[src/rtl/mem_arbiter_if.sv]
// mem_arbiter_if: bundle of the signals between the two bus requesters,
// the arbiter and the shared memory port.
//   cpu_*  : CPU request/response (req/we/addr/wdata in, rdata/ack out)
//   dma_*  : DMA request/response, same meaning as the CPU group
//   mem_*  : single memory port (we/addr/wdata out, combinational rdata in)
// Modports:
//   slave  : arbiter view (requests in, responses and memory controls out)
//   master : requester/memory-side view (the mirror of slave)
interface mem_arbiter_if #(
    parameter int AW = 32,
    parameter int DW = 32
);
    logic          cpu_req;
    logic          cpu_we;
    logic [AW-1:0] cpu_addr;
    logic [DW-1:0] cpu_wdata;
    logic [DW-1:0] cpu_rdata;
    logic          cpu_ack;

    logic          dma_req;
    logic          dma_we;
    logic [AW-1:0] dma_addr;
    logic [DW-1:0] dma_wdata;
    logic [DW-1:0] dma_rdata;
    logic          dma_ack;

    logic          mem_we;
    logic [AW-1:0] mem_addr;
    logic [DW-1:0] mem_wdata;
    logic [DW-1:0] mem_rdata;

    modport slave (
        input  cpu_req, cpu_we, cpu_addr, cpu_wdata,
        output cpu_rdata, cpu_ack,
        input  dma_req, dma_we, dma_addr, dma_wdata,
        output dma_rdata, dma_ack,
        output mem_we, mem_addr, mem_wdata,
        input  mem_rdata
    );

    modport master (
        output cpu_req, cpu_we, cpu_addr, cpu_wdata,
        input  cpu_rdata, cpu_ack,
        output dma_req, dma_we, dma_addr, dma_wdata,
        input  dma_rdata, dma_ack,
        input  mem_we, mem_addr, mem_wdata,
        output mem_rdata
    );
endinterface

[src/rtl/mem_arbiter.sv]
// mem_arbiter: shares one unified instruction/data memory between the
// multicycle CPU and a second master (boot loader / DMA). Accesses are
// serialised as IDLE -> ACCESS -> RESP (one transaction per 3 cycles).
// The CPU wins ties unless it has already taken MAXBURST consecutive grants
// while the DMA was waiting, which bounds DMA starvation.
// Ports:
//   clk   : rising-edge clock
//   reset : synchronous, active-low reset
//   bus   : mem_arbiter_if.slave (cpu_*, dma_*, mem_* signal groups)
module mem_arbiter #(
    parameter int AW       = 32,
    parameter int DW       = 32,
    parameter int MAXBURST = 4
) (
    input  logic          clk,
    input  logic          reset,
    mem_arbiter_if.slave  bus
);
    localparam int CW = $clog2(MAXBURST + 1);
    localparam logic [CW-1:0] CMAX = CW'(MAXBURST);

    typedef enum logic [1:0] {
        IDLE,
        ACCESS,
        RESP
    } state_t;

    state_t        state;
    logic          owner;      // 0 = CPU, 1 = DMA
    logic [CW-1:0] cnt;        // consecutive CPU grants while DMA waited
    logic [DW-1:0] cpu_rdata_q;
    logic [DW-1:0] dma_rdata_q;

    logic          cpu_win;
    logic          owner_we;
    logic [AW-1:0] owner_addr;
    logic [DW-1:0] owner_wdata;

    assign cpu_win     = bus.cpu_req && (!bus.dma_req || (cnt < CMAX));
    assign owner_we    = owner ? bus.dma_we    : bus.cpu_we;
    assign owner_addr  = owner ? bus.dma_addr  : bus.cpu_addr;
    assign owner_wdata = owner ? bus.dma_wdata : bus.cpu_wdata;

    always_ff @(posedge clk) begin
        if (!reset) begin
            state       <= IDLE;
            owner       <= 1'b0;
            cnt         <= '0;
            cpu_rdata_q <= '0;
            dma_rdata_q <= '0;
        end else begin
            case (state)
                IDLE: begin
                    if (cpu_win) begin
                        owner <= 1'b0;
                        state <= ACCESS;
                        if (bus.dma_req)
                            cnt <= (cnt == CMAX) ? CMAX : cnt + CW'(1);
                        else
                            cnt <= '0;
                    end else if (bus.dma_req) begin
                        owner <= 1'b1;
                        cnt   <= '0;
                        state <= ACCESS;
                    end
                end
                ACCESS: begin
                    if (!owner_we) begin
                        if (owner)
                            dma_rdata_q <= bus.mem_rdata;
                        else
                            cpu_rdata_q <= bus.mem_rdata;
                    end
                    state <= RESP;
                end
                RESP:    state <= IDLE;
                default: state <= IDLE;
            endcase
        end
    end

    // Memory controls decode the state register directly; mem_we is also
    // gated by reset so a reset landing mid-ACCESS never commits a write.
    always_comb begin
        bus.mem_we    = 1'b0;
        bus.mem_addr  = '0;
        bus.mem_wdata = '0;
        if (state == ACCESS) begin
            bus.mem_we    = owner_we & reset;
            bus.mem_addr  = owner_addr;
            bus.mem_wdata = owner_wdata;
        end
    end

    always_comb begin
        bus.cpu_ack   = (state == RESP) && !owner;
        bus.dma_ack   = (state == RESP) &&  owner;
        bus.cpu_rdata = cpu_rdata_q;
        bus.dma_rdata = dma_rdata_q;
    end
endmodule

[src/flat_wrapper.sv]
// flat-port wrapper written by rule: the top's interface ports become plain ports
module mem_arbiter_flat 
#(
    parameter int AW       = 32,
    parameter int DW       = 32,
    parameter int MAXBURST = 4
)
  (clk, reset, bus_cpu_req, bus_cpu_we, bus_cpu_addr, bus_cpu_wdata, bus_cpu_rdata, bus_cpu_ack, bus_dma_req, bus_dma_we, bus_dma_addr, bus_dma_wdata, bus_dma_rdata, bus_dma_ack, bus_mem_we, bus_mem_addr, bus_mem_wdata, bus_mem_rdata);
  mem_arbiter_if #(.AW(AW), .DW(DW)) bus_i ();
  input  logic clk;
  input  logic reset;
  input wire logic [$bits(bus_i.cpu_req)-1:0] bus_cpu_req;
  input wire logic [$bits(bus_i.cpu_we)-1:0] bus_cpu_we;
  input wire logic [$bits(bus_i.cpu_addr)-1:0] bus_cpu_addr;
  input wire logic [$bits(bus_i.cpu_wdata)-1:0] bus_cpu_wdata;
  output wire logic [$bits(bus_i.cpu_rdata)-1:0] bus_cpu_rdata;
  output wire logic [$bits(bus_i.cpu_ack)-1:0] bus_cpu_ack;
  input wire logic [$bits(bus_i.dma_req)-1:0] bus_dma_req;
  input wire logic [$bits(bus_i.dma_we)-1:0] bus_dma_we;
  input wire logic [$bits(bus_i.dma_addr)-1:0] bus_dma_addr;
  input wire logic [$bits(bus_i.dma_wdata)-1:0] bus_dma_wdata;
  output wire logic [$bits(bus_i.dma_rdata)-1:0] bus_dma_rdata;
  output wire logic [$bits(bus_i.dma_ack)-1:0] bus_dma_ack;
  output wire logic [$bits(bus_i.mem_we)-1:0] bus_mem_we;
  output wire logic [$bits(bus_i.mem_addr)-1:0] bus_mem_addr;
  output wire logic [$bits(bus_i.mem_wdata)-1:0] bus_mem_wdata;
  input wire logic [$bits(bus_i.mem_rdata)-1:0] bus_mem_rdata;
  assign bus_i.cpu_req = bus_cpu_req;
  assign bus_i.cpu_we = bus_cpu_we;
  assign bus_i.cpu_addr = bus_cpu_addr;
  assign bus_i.cpu_wdata = bus_cpu_wdata;
  assign bus_cpu_rdata = bus_i.cpu_rdata;
  assign bus_cpu_ack = bus_i.cpu_ack;
  assign bus_i.dma_req = bus_dma_req;
  assign bus_i.dma_we = bus_dma_we;
  assign bus_i.dma_addr = bus_dma_addr;
  assign bus_i.dma_wdata = bus_dma_wdata;
  assign bus_dma_rdata = bus_i.dma_rdata;
  assign bus_dma_ack = bus_i.dma_ack;
  assign bus_mem_we = bus_i.mem_we;
  assign bus_mem_addr = bus_i.mem_addr;
  assign bus_mem_wdata = bus_i.mem_wdata;
  assign bus_i.mem_rdata = bus_mem_rdata;
  mem_arbiter #(.AW(AW), .DW(DW), .MAXBURST(MAXBURST)) u_core (.clk(clk), .reset(reset), .bus(bus_i));
endmodule
[config.mk]
export PLATFORM = sky130hd
export DESIGN_NAME = mem_arbiter_flat
export DESIGN_NICKNAME = d
export VERILOG_FILES = /design/src/rtl/mem_arbiter_if.sv /design/src/rtl/mem_arbiter.sv /design/src/flat_wrapper.sv
export SDC_FILE = /design/constraint.sdc
export NUM_CORES = 1
export LEC_CHECK = 0
export ABC_AREA = 0
export BUFFER_PORTS_ARGS = -buffer_cell sky130_fd_sc_hd__buf_4
export CORE_AREA = 4 4 113 115
export DETAILED_ROUTE_END_ITERATION = 16
export DIE_AREA = 0 0 117 119
export PLACE_DENSITY_LB_ADDON = 0.2
export SYNTH_ARGS = -nofsm -noshare
export SYNTH_HDL_FRONTEND = slang
export SYNTH_SLANG_ARGS = --single-unit
[constraint.sdc]
create_clock -name clk -period 1.5 [get_ports clk]
set_input_delay 0.3 -clock clk [delete_from_list [all_inputs] [get_ports clk]]
set_output_delay 0.3 -clock clk [all_outputs]
set_load 0.01 [all_outputs]
After elaboration in Yosys (flattened, before gate mapping):

Index checks and enable logic that the tools add are counted.

* reductions and logical operators: 11
* equal/unequal tests: 4
* bitwise gates (word level): 3
* add/sub/neg operators: 1
* mux-type cells: 15
* order comparisons: 1

Operator list (number)
* $mux W32: 4
* $mux W3: 4
* $reduce_and A3 Y1: 2
* $mux W1: 4
* $mux W2: 2
* $pmux W2 S2: 1
* $add A3 B1 Y3 const B: 1
* $eq A3 B3 Y1 const B: 1
* $logic_and A1 B1 Y1: 3
* $lt A3 B3 Y1 const B: 1
* $ne A3 B2 Y1 const B: 1
* $eq A2 B1 Y1 const B: 1
* $eq A2 B2 Y1 const B: 1
* $logic_not A1 Y1: 2
* $logic_not A2 Y1: 1
* $not A1 Y1: 2
* $reduce_and A2 Y1: 1
* $reduce_bool A2 Y1: 1
* $and A1 B1 Y1: 1
* $logic_or A1 B1 Y1: 1

* input bits: 166
* output and inout port bits: 131
* flip-flop bits (word level): 70
* logic and storage cells: 40

Depth between registers and ports, before layout:

* word-level depth: 5
* gate-level depth with buffers: 6
* gate-level depth less buffers: 4

Least setup slack after synthesis:

Ideal clock, no wire load.

* path kind: reg2out
* from: register u_core.owner
* to: output port bus_mem_wdata[12]
* arrival time: 1.173 ns
* required time: 1.200 ns
* slack: 0.027 ns
* stages on the path, launching flop included: 6
* path buffers: 3
* cell sequence: dfxtp_1 > buf_2 > buf_4 > buf_2 > mux2i_1 > nor2_1

* cells in the longest elaborated chain, start to end: 2

RTL lines
* start, declared: RTL line mem_arbiter.sv:29 `logic owner;`
* start signal, assigned: RTL line mem_arbiter.sv:47 `owner <= 1'b0;`
* start signal, assigned: RTL line mem_arbiter.sv:55 `owner <= 1'b0;`
* start signal, assigned: RTL line mem_arbiter.sv:62 `owner <= 1'b1;`
* $mux W32: RTL line mem_arbiter.sv:42 `assign owner_wdata = owner ? bus.dma_wdata : bus.cpu_wdata;`
* $mux W32: RTL line mem_arbiter.sv:88 `if (state == ACCESS) begin`
* end, declared: RTL line flat_wrapper.sv:26 `output wire logic [$bits(bus_i.mem_wdata)-1:0] bus_mem_wdata;`

No other way between the ends.

Worst setup path in the final report:

* from: register u_core.owner
* to: output port bus_mem_addr[16]

* cells in the longest elaborated chain, start to end: 2

RTL lines
* $mux W32: RTL line mem_arbiter.sv:41 `assign owner_addr = owner ? bus.dma_addr : bus.cpu_addr;`
* $mux W32: RTL line mem_arbiter.sv:88
* end, declared: RTL line flat_wrapper.sv:25 `output wire logic [$bits(bus_i.mem_addr)-1:0] bus_mem_addr;`

No other way between the ends.

==> impl_metrics.py <==
metrics = {
    "outcome": {
        "outcome": "finished, violations left",
        "violations": "negative setup slack",
    },
    "sta": {
        "timing.final.ws_setup_ns": -0.2643,
        "fmax_ghz": 0.5668,
        "slew_headroom_pct": 74.43,
        "fin_setup_tns_ns": -13.24,
        "hold_violations": 0,
        "skew_ns": 0.005457,
        "worstMarginPinSlew_ns": 0.3821,
        "finalSetupViolCount": 67,
        "worst_hold_slack_ns": 0.2025,
        "maxSlewViolCount": 0,
        "fin_crit_ns": 1.764,
        "finalCritPeriodShare_pct": 117.6,
        "rsz0062_at_grt": "yes",
    },
    "detailed_routing": {
        "ant_nets": 0,
        "met3WireLength_microns": 1553,
        "drt-met1-wl_microns": 5790,
        "num_vias": 4329,
        "drt-pass1-iter-count": 5,
        "wire_per_inst_microns": 16.41,
        "top_layer": "met4",
        "vias_per_cell": 4.762,
        "drt_iter0_drc": 153,
        "wl_microns": 14920,
        "wl_met2_microns": 7330,
        "post-route-drc-count": 0,
    },
    "synth": {
        "ys_top_cells_by_area": "dfxtp_1, mux2i_1, nand3_1, o21ai_0, nand2_1",
        "synth_edf_count": 0,
        "ys_seq_area_share_pct": 39.40,
        "syn_area_per_cell_sq_um": 7.716,
        "synth.cell_area_sq_mm": 0.003557,
        "synth_common_cells": "dfxtp_1, nand3_1, nand2_1, nor2_1, mux2i_1",
        "ys_ff_latch": 70,
        "synth_top_area_share_pct": 39.40,
        "synthCells": 461,
        "synthArstFlopShare_pct": 0,
        "synth_area_leader_cell": "dfxtp_1",
        "synth_ff_type": "dfxtp_1",
        "syn_nets": 629,
        "yosysMostFrequentCell": "dfxtp_1",
        "yosysWarnings": 0,
        "ys_types": 27,
    },
    "placed_design": {
        "post-dp-hpwl_microns": 11170,
        "dp_cells": 880,
        "portBuffers": 296,
        "gp_congestion": 0.8719,
        "pre_cts_slack_ns": 0.03126,
    },
    "grt": {
        "grt_overflow_total": 0,
        "grt_pass1_wl_microns": 21200,
        "grtUsageTotal_pct": 18.99,
        "antenna_found_initial": 0,
        "grt_max_degree": 87,
        "first_global_vias": 4051,
    },
    "critical_path": {
        "path_class": "register to primary output",
        "endpoint": "bus_mem_addr[16]",
        "crit_buf_inv": 4,
        "crit_top_cell": "buf_12",
        "arrival_ns": 1.46,
        "cp.depth": 6,
        "crit_start": "u_core.owner",
        "r2r-end": "u_core.bus.dma_rdata[29]",
        "crit_path_start_kind": "register",
        "worstPathRequired_ns": 1.20,
        "ff2ff_path_depth": 5,
        "cpMaxStageDelayCell": "dfxtp_4",
        "crit_family": "buffers and inverters",
        "worstPathCellList": "buf_12 -> buf_12 -> buf_12 -> mux2i_1 -> nor2_1 -> buf_4",
        "path_max_fanout": 7,
        "reg2reg_slack_ns": 0.09,
        "max_stage_delay_ns": 0.40,
        "cp-end-kind": "primary output",
        "timing.rr.start": "u_core.state[1]",
    },
    "floorplan": {
        "dieArea_sq_mm": 0.01392,
        "fp-row-count": 40,
        "die_h_microns": 119,
        "num_io_pins": 297,
        "start_util_pct": 30.12,
        "die_w_microns": 117,
        "core_area_sq_mm": 0.01181,
    },
    "layout": {
        "antennaDiodeCount": 0,
        "fin_util_pct": 57.10,
        "syn_to_final_growth_pct": 89.59,
        "nets": 925,
        "drive_gt1_share_pct": 46.98,
        "fin_cells": 909,
    },
    "clock_network": {
        "worstSkewPairLatency_ns": 0.32,
        "cts.sinks": 70,
        "cts_buffer_depth": 2,
        "clkTransAtPathRegs_ns": 0.06,
        "cts_hold_buf": 0,
        "cts_tree": "built",
        "cts_buffers": 9,
        "clock-root-buffer": "clkbuf_16",
        "cts_max_level": 3,
    },
    "pwr": {
        "ir_worst_vdd_uv": 555.3,
        "leakage_uw": 0.003051,
        "power_density_mw_per_mm2": 860.9,
    },
    "flow_run": {
        "cap_violations": 0,
    },
    "min_path": {
        "hp-class": "input pin to register",
    },
}
-- power breakdown --
group          switching, uW  internal [uW]  leakage [uW]
Clock                    784           1670      0.000170
Sequential              35.4           1910      0.000567
Combinational            595            806       0.00231
Total                   1410           4390       0.00305
-- layer usage --
layer	global-route usage [%]	vias up
li1	-	2166
met1	22.47	1962
met2	32.82	183
met3	6.301	18
met4	4.516	0
met5	0	-
-- timing repair --
action,4_1_cts,5_1_grt
gates cloned,3,4
endpoints found under the setup margin,67,104
gates resized for setup,13,14
pin swaps,1,6
setup buffers,6,1
-- cells in the final DEF (no fill, tap or decap) --
cell type	Yosys	final
buf_4	1	301
bufinv_16	0	3
mux2i_2	0	9
dfxtp_4	0	1
nor4bb_4	0	1
nor3b_2	0	1
inv_1	3	3
buf_6	0	7
o21ai_1	6	6
nand3_1	67	67
dfxtp_2	0	1
inv_4	0	1
mux2i_1	65	56
a21oi_1	1	1
nor3_1	1	1
buf_12	0	10
buf_16	0	4
a41o_1	1	1
ha_1	2	2
nand3b_1	1	1
o21ai_0	58	58
nor4b_4	1	1
dfxtp_1	70	68
nand2b_1	2	1
o21a_1	1	1
clkbuf_16	0	13
and3b_1	1	1
buf_8	0	2
clkinv_4	0	1
nor2_1	66	66
nand2_1	66	66
and2_1	1	1
nand2b_4	0	1
o32ai_1	2	2
clkbuf_8	0	1
o22ai_1	1	1
clkbuf_1	20	1
-- how the worst min path moves through the flow --
stage / slack [ns] / depth (start not counted) / end / from
2_1_floorplan: 0.43 / 2 / u_core.bus.cpu_rdata[0] / bus_mem_rdata[0]
3_3_place_gp: 0.44 / 2 / u_core.bus.cpu_rdata[3] / u_core.bus.cpu_rdata[3]
3_5_place_dp: 0.44 / 2 / u_core.bus.cpu_rdata[4] / u_core.bus.cpu_rdata[4]
4_1_cts: 0.19 / 3 / u_core.bus.cpu_rdata[3] / bus_mem_rdata[3]
5_1_grt: 0.21 / 3 / u_core.bus.cpu_rdata[28] / bus_mem_rdata[28]
6_report: 0.20 / 3 / u_core.bus.dma_rdata[18] / bus_mem_rdata[18]
-- layout make-up --
class	instances	area, sq um
Fill cell	1079	5067
Timing Repair Buffer	328	2779
Multi-Input combinational cell	345	2016
Sequential cell	70	1406
Clock buffer	11	242.7
Tap cell	147	183.9
Clock inverter	5	105.1
Inverter	3	11.26
-- stage by stage --
stage,total power (uW),cell area (sq um)
finish,5806,6744
detailed placement,3236,6050
global route,6050,6744
floorplan,2487,3557
global placement,3215,6050
CTS,5793,6584
-- registers in the layout (all words and copies together), names as in the netlist --
register and cells:
u_core.bus.cpu_rdata 32, u_core.bus.dma_rdata 32, u_core.cnt 3, u_core.owner 1, u_core.state 2
-- worst register-to-register path, delay by kind of cell (launching register included) --
| family | cells | cell delay, ns |
|---|---|---|
| AOI/OAI and AO/OA | 1 | 0.10 |
| DFF | 1 | 0.32 |
| and+or+nand+nor | 2 | 0.50 |
| buffers and inverters | 2 | 0.41 |
-- logic make-up (layout without fill, tap and decap cells) --
| group | Yosys count | count (layout) | synth area share, % |
|---|---|---|---|
| AND/OR/NAND/NOR | 208 | 208 | 25.64 |
| AO/OA/AOI/OAI | 70 | 70 | 10.31 |
| flip-flops | 70 | 70 | 39.39 |
| multiplexers | 65 | 65 | 18.29 |
| buffers and inverters | 46 | 347 | 5.663 |
| adder cells (fa/ha/maj) | 2 | 2 | 0.7034 |
Note: power is estimated with default switching activity, not from simulation.
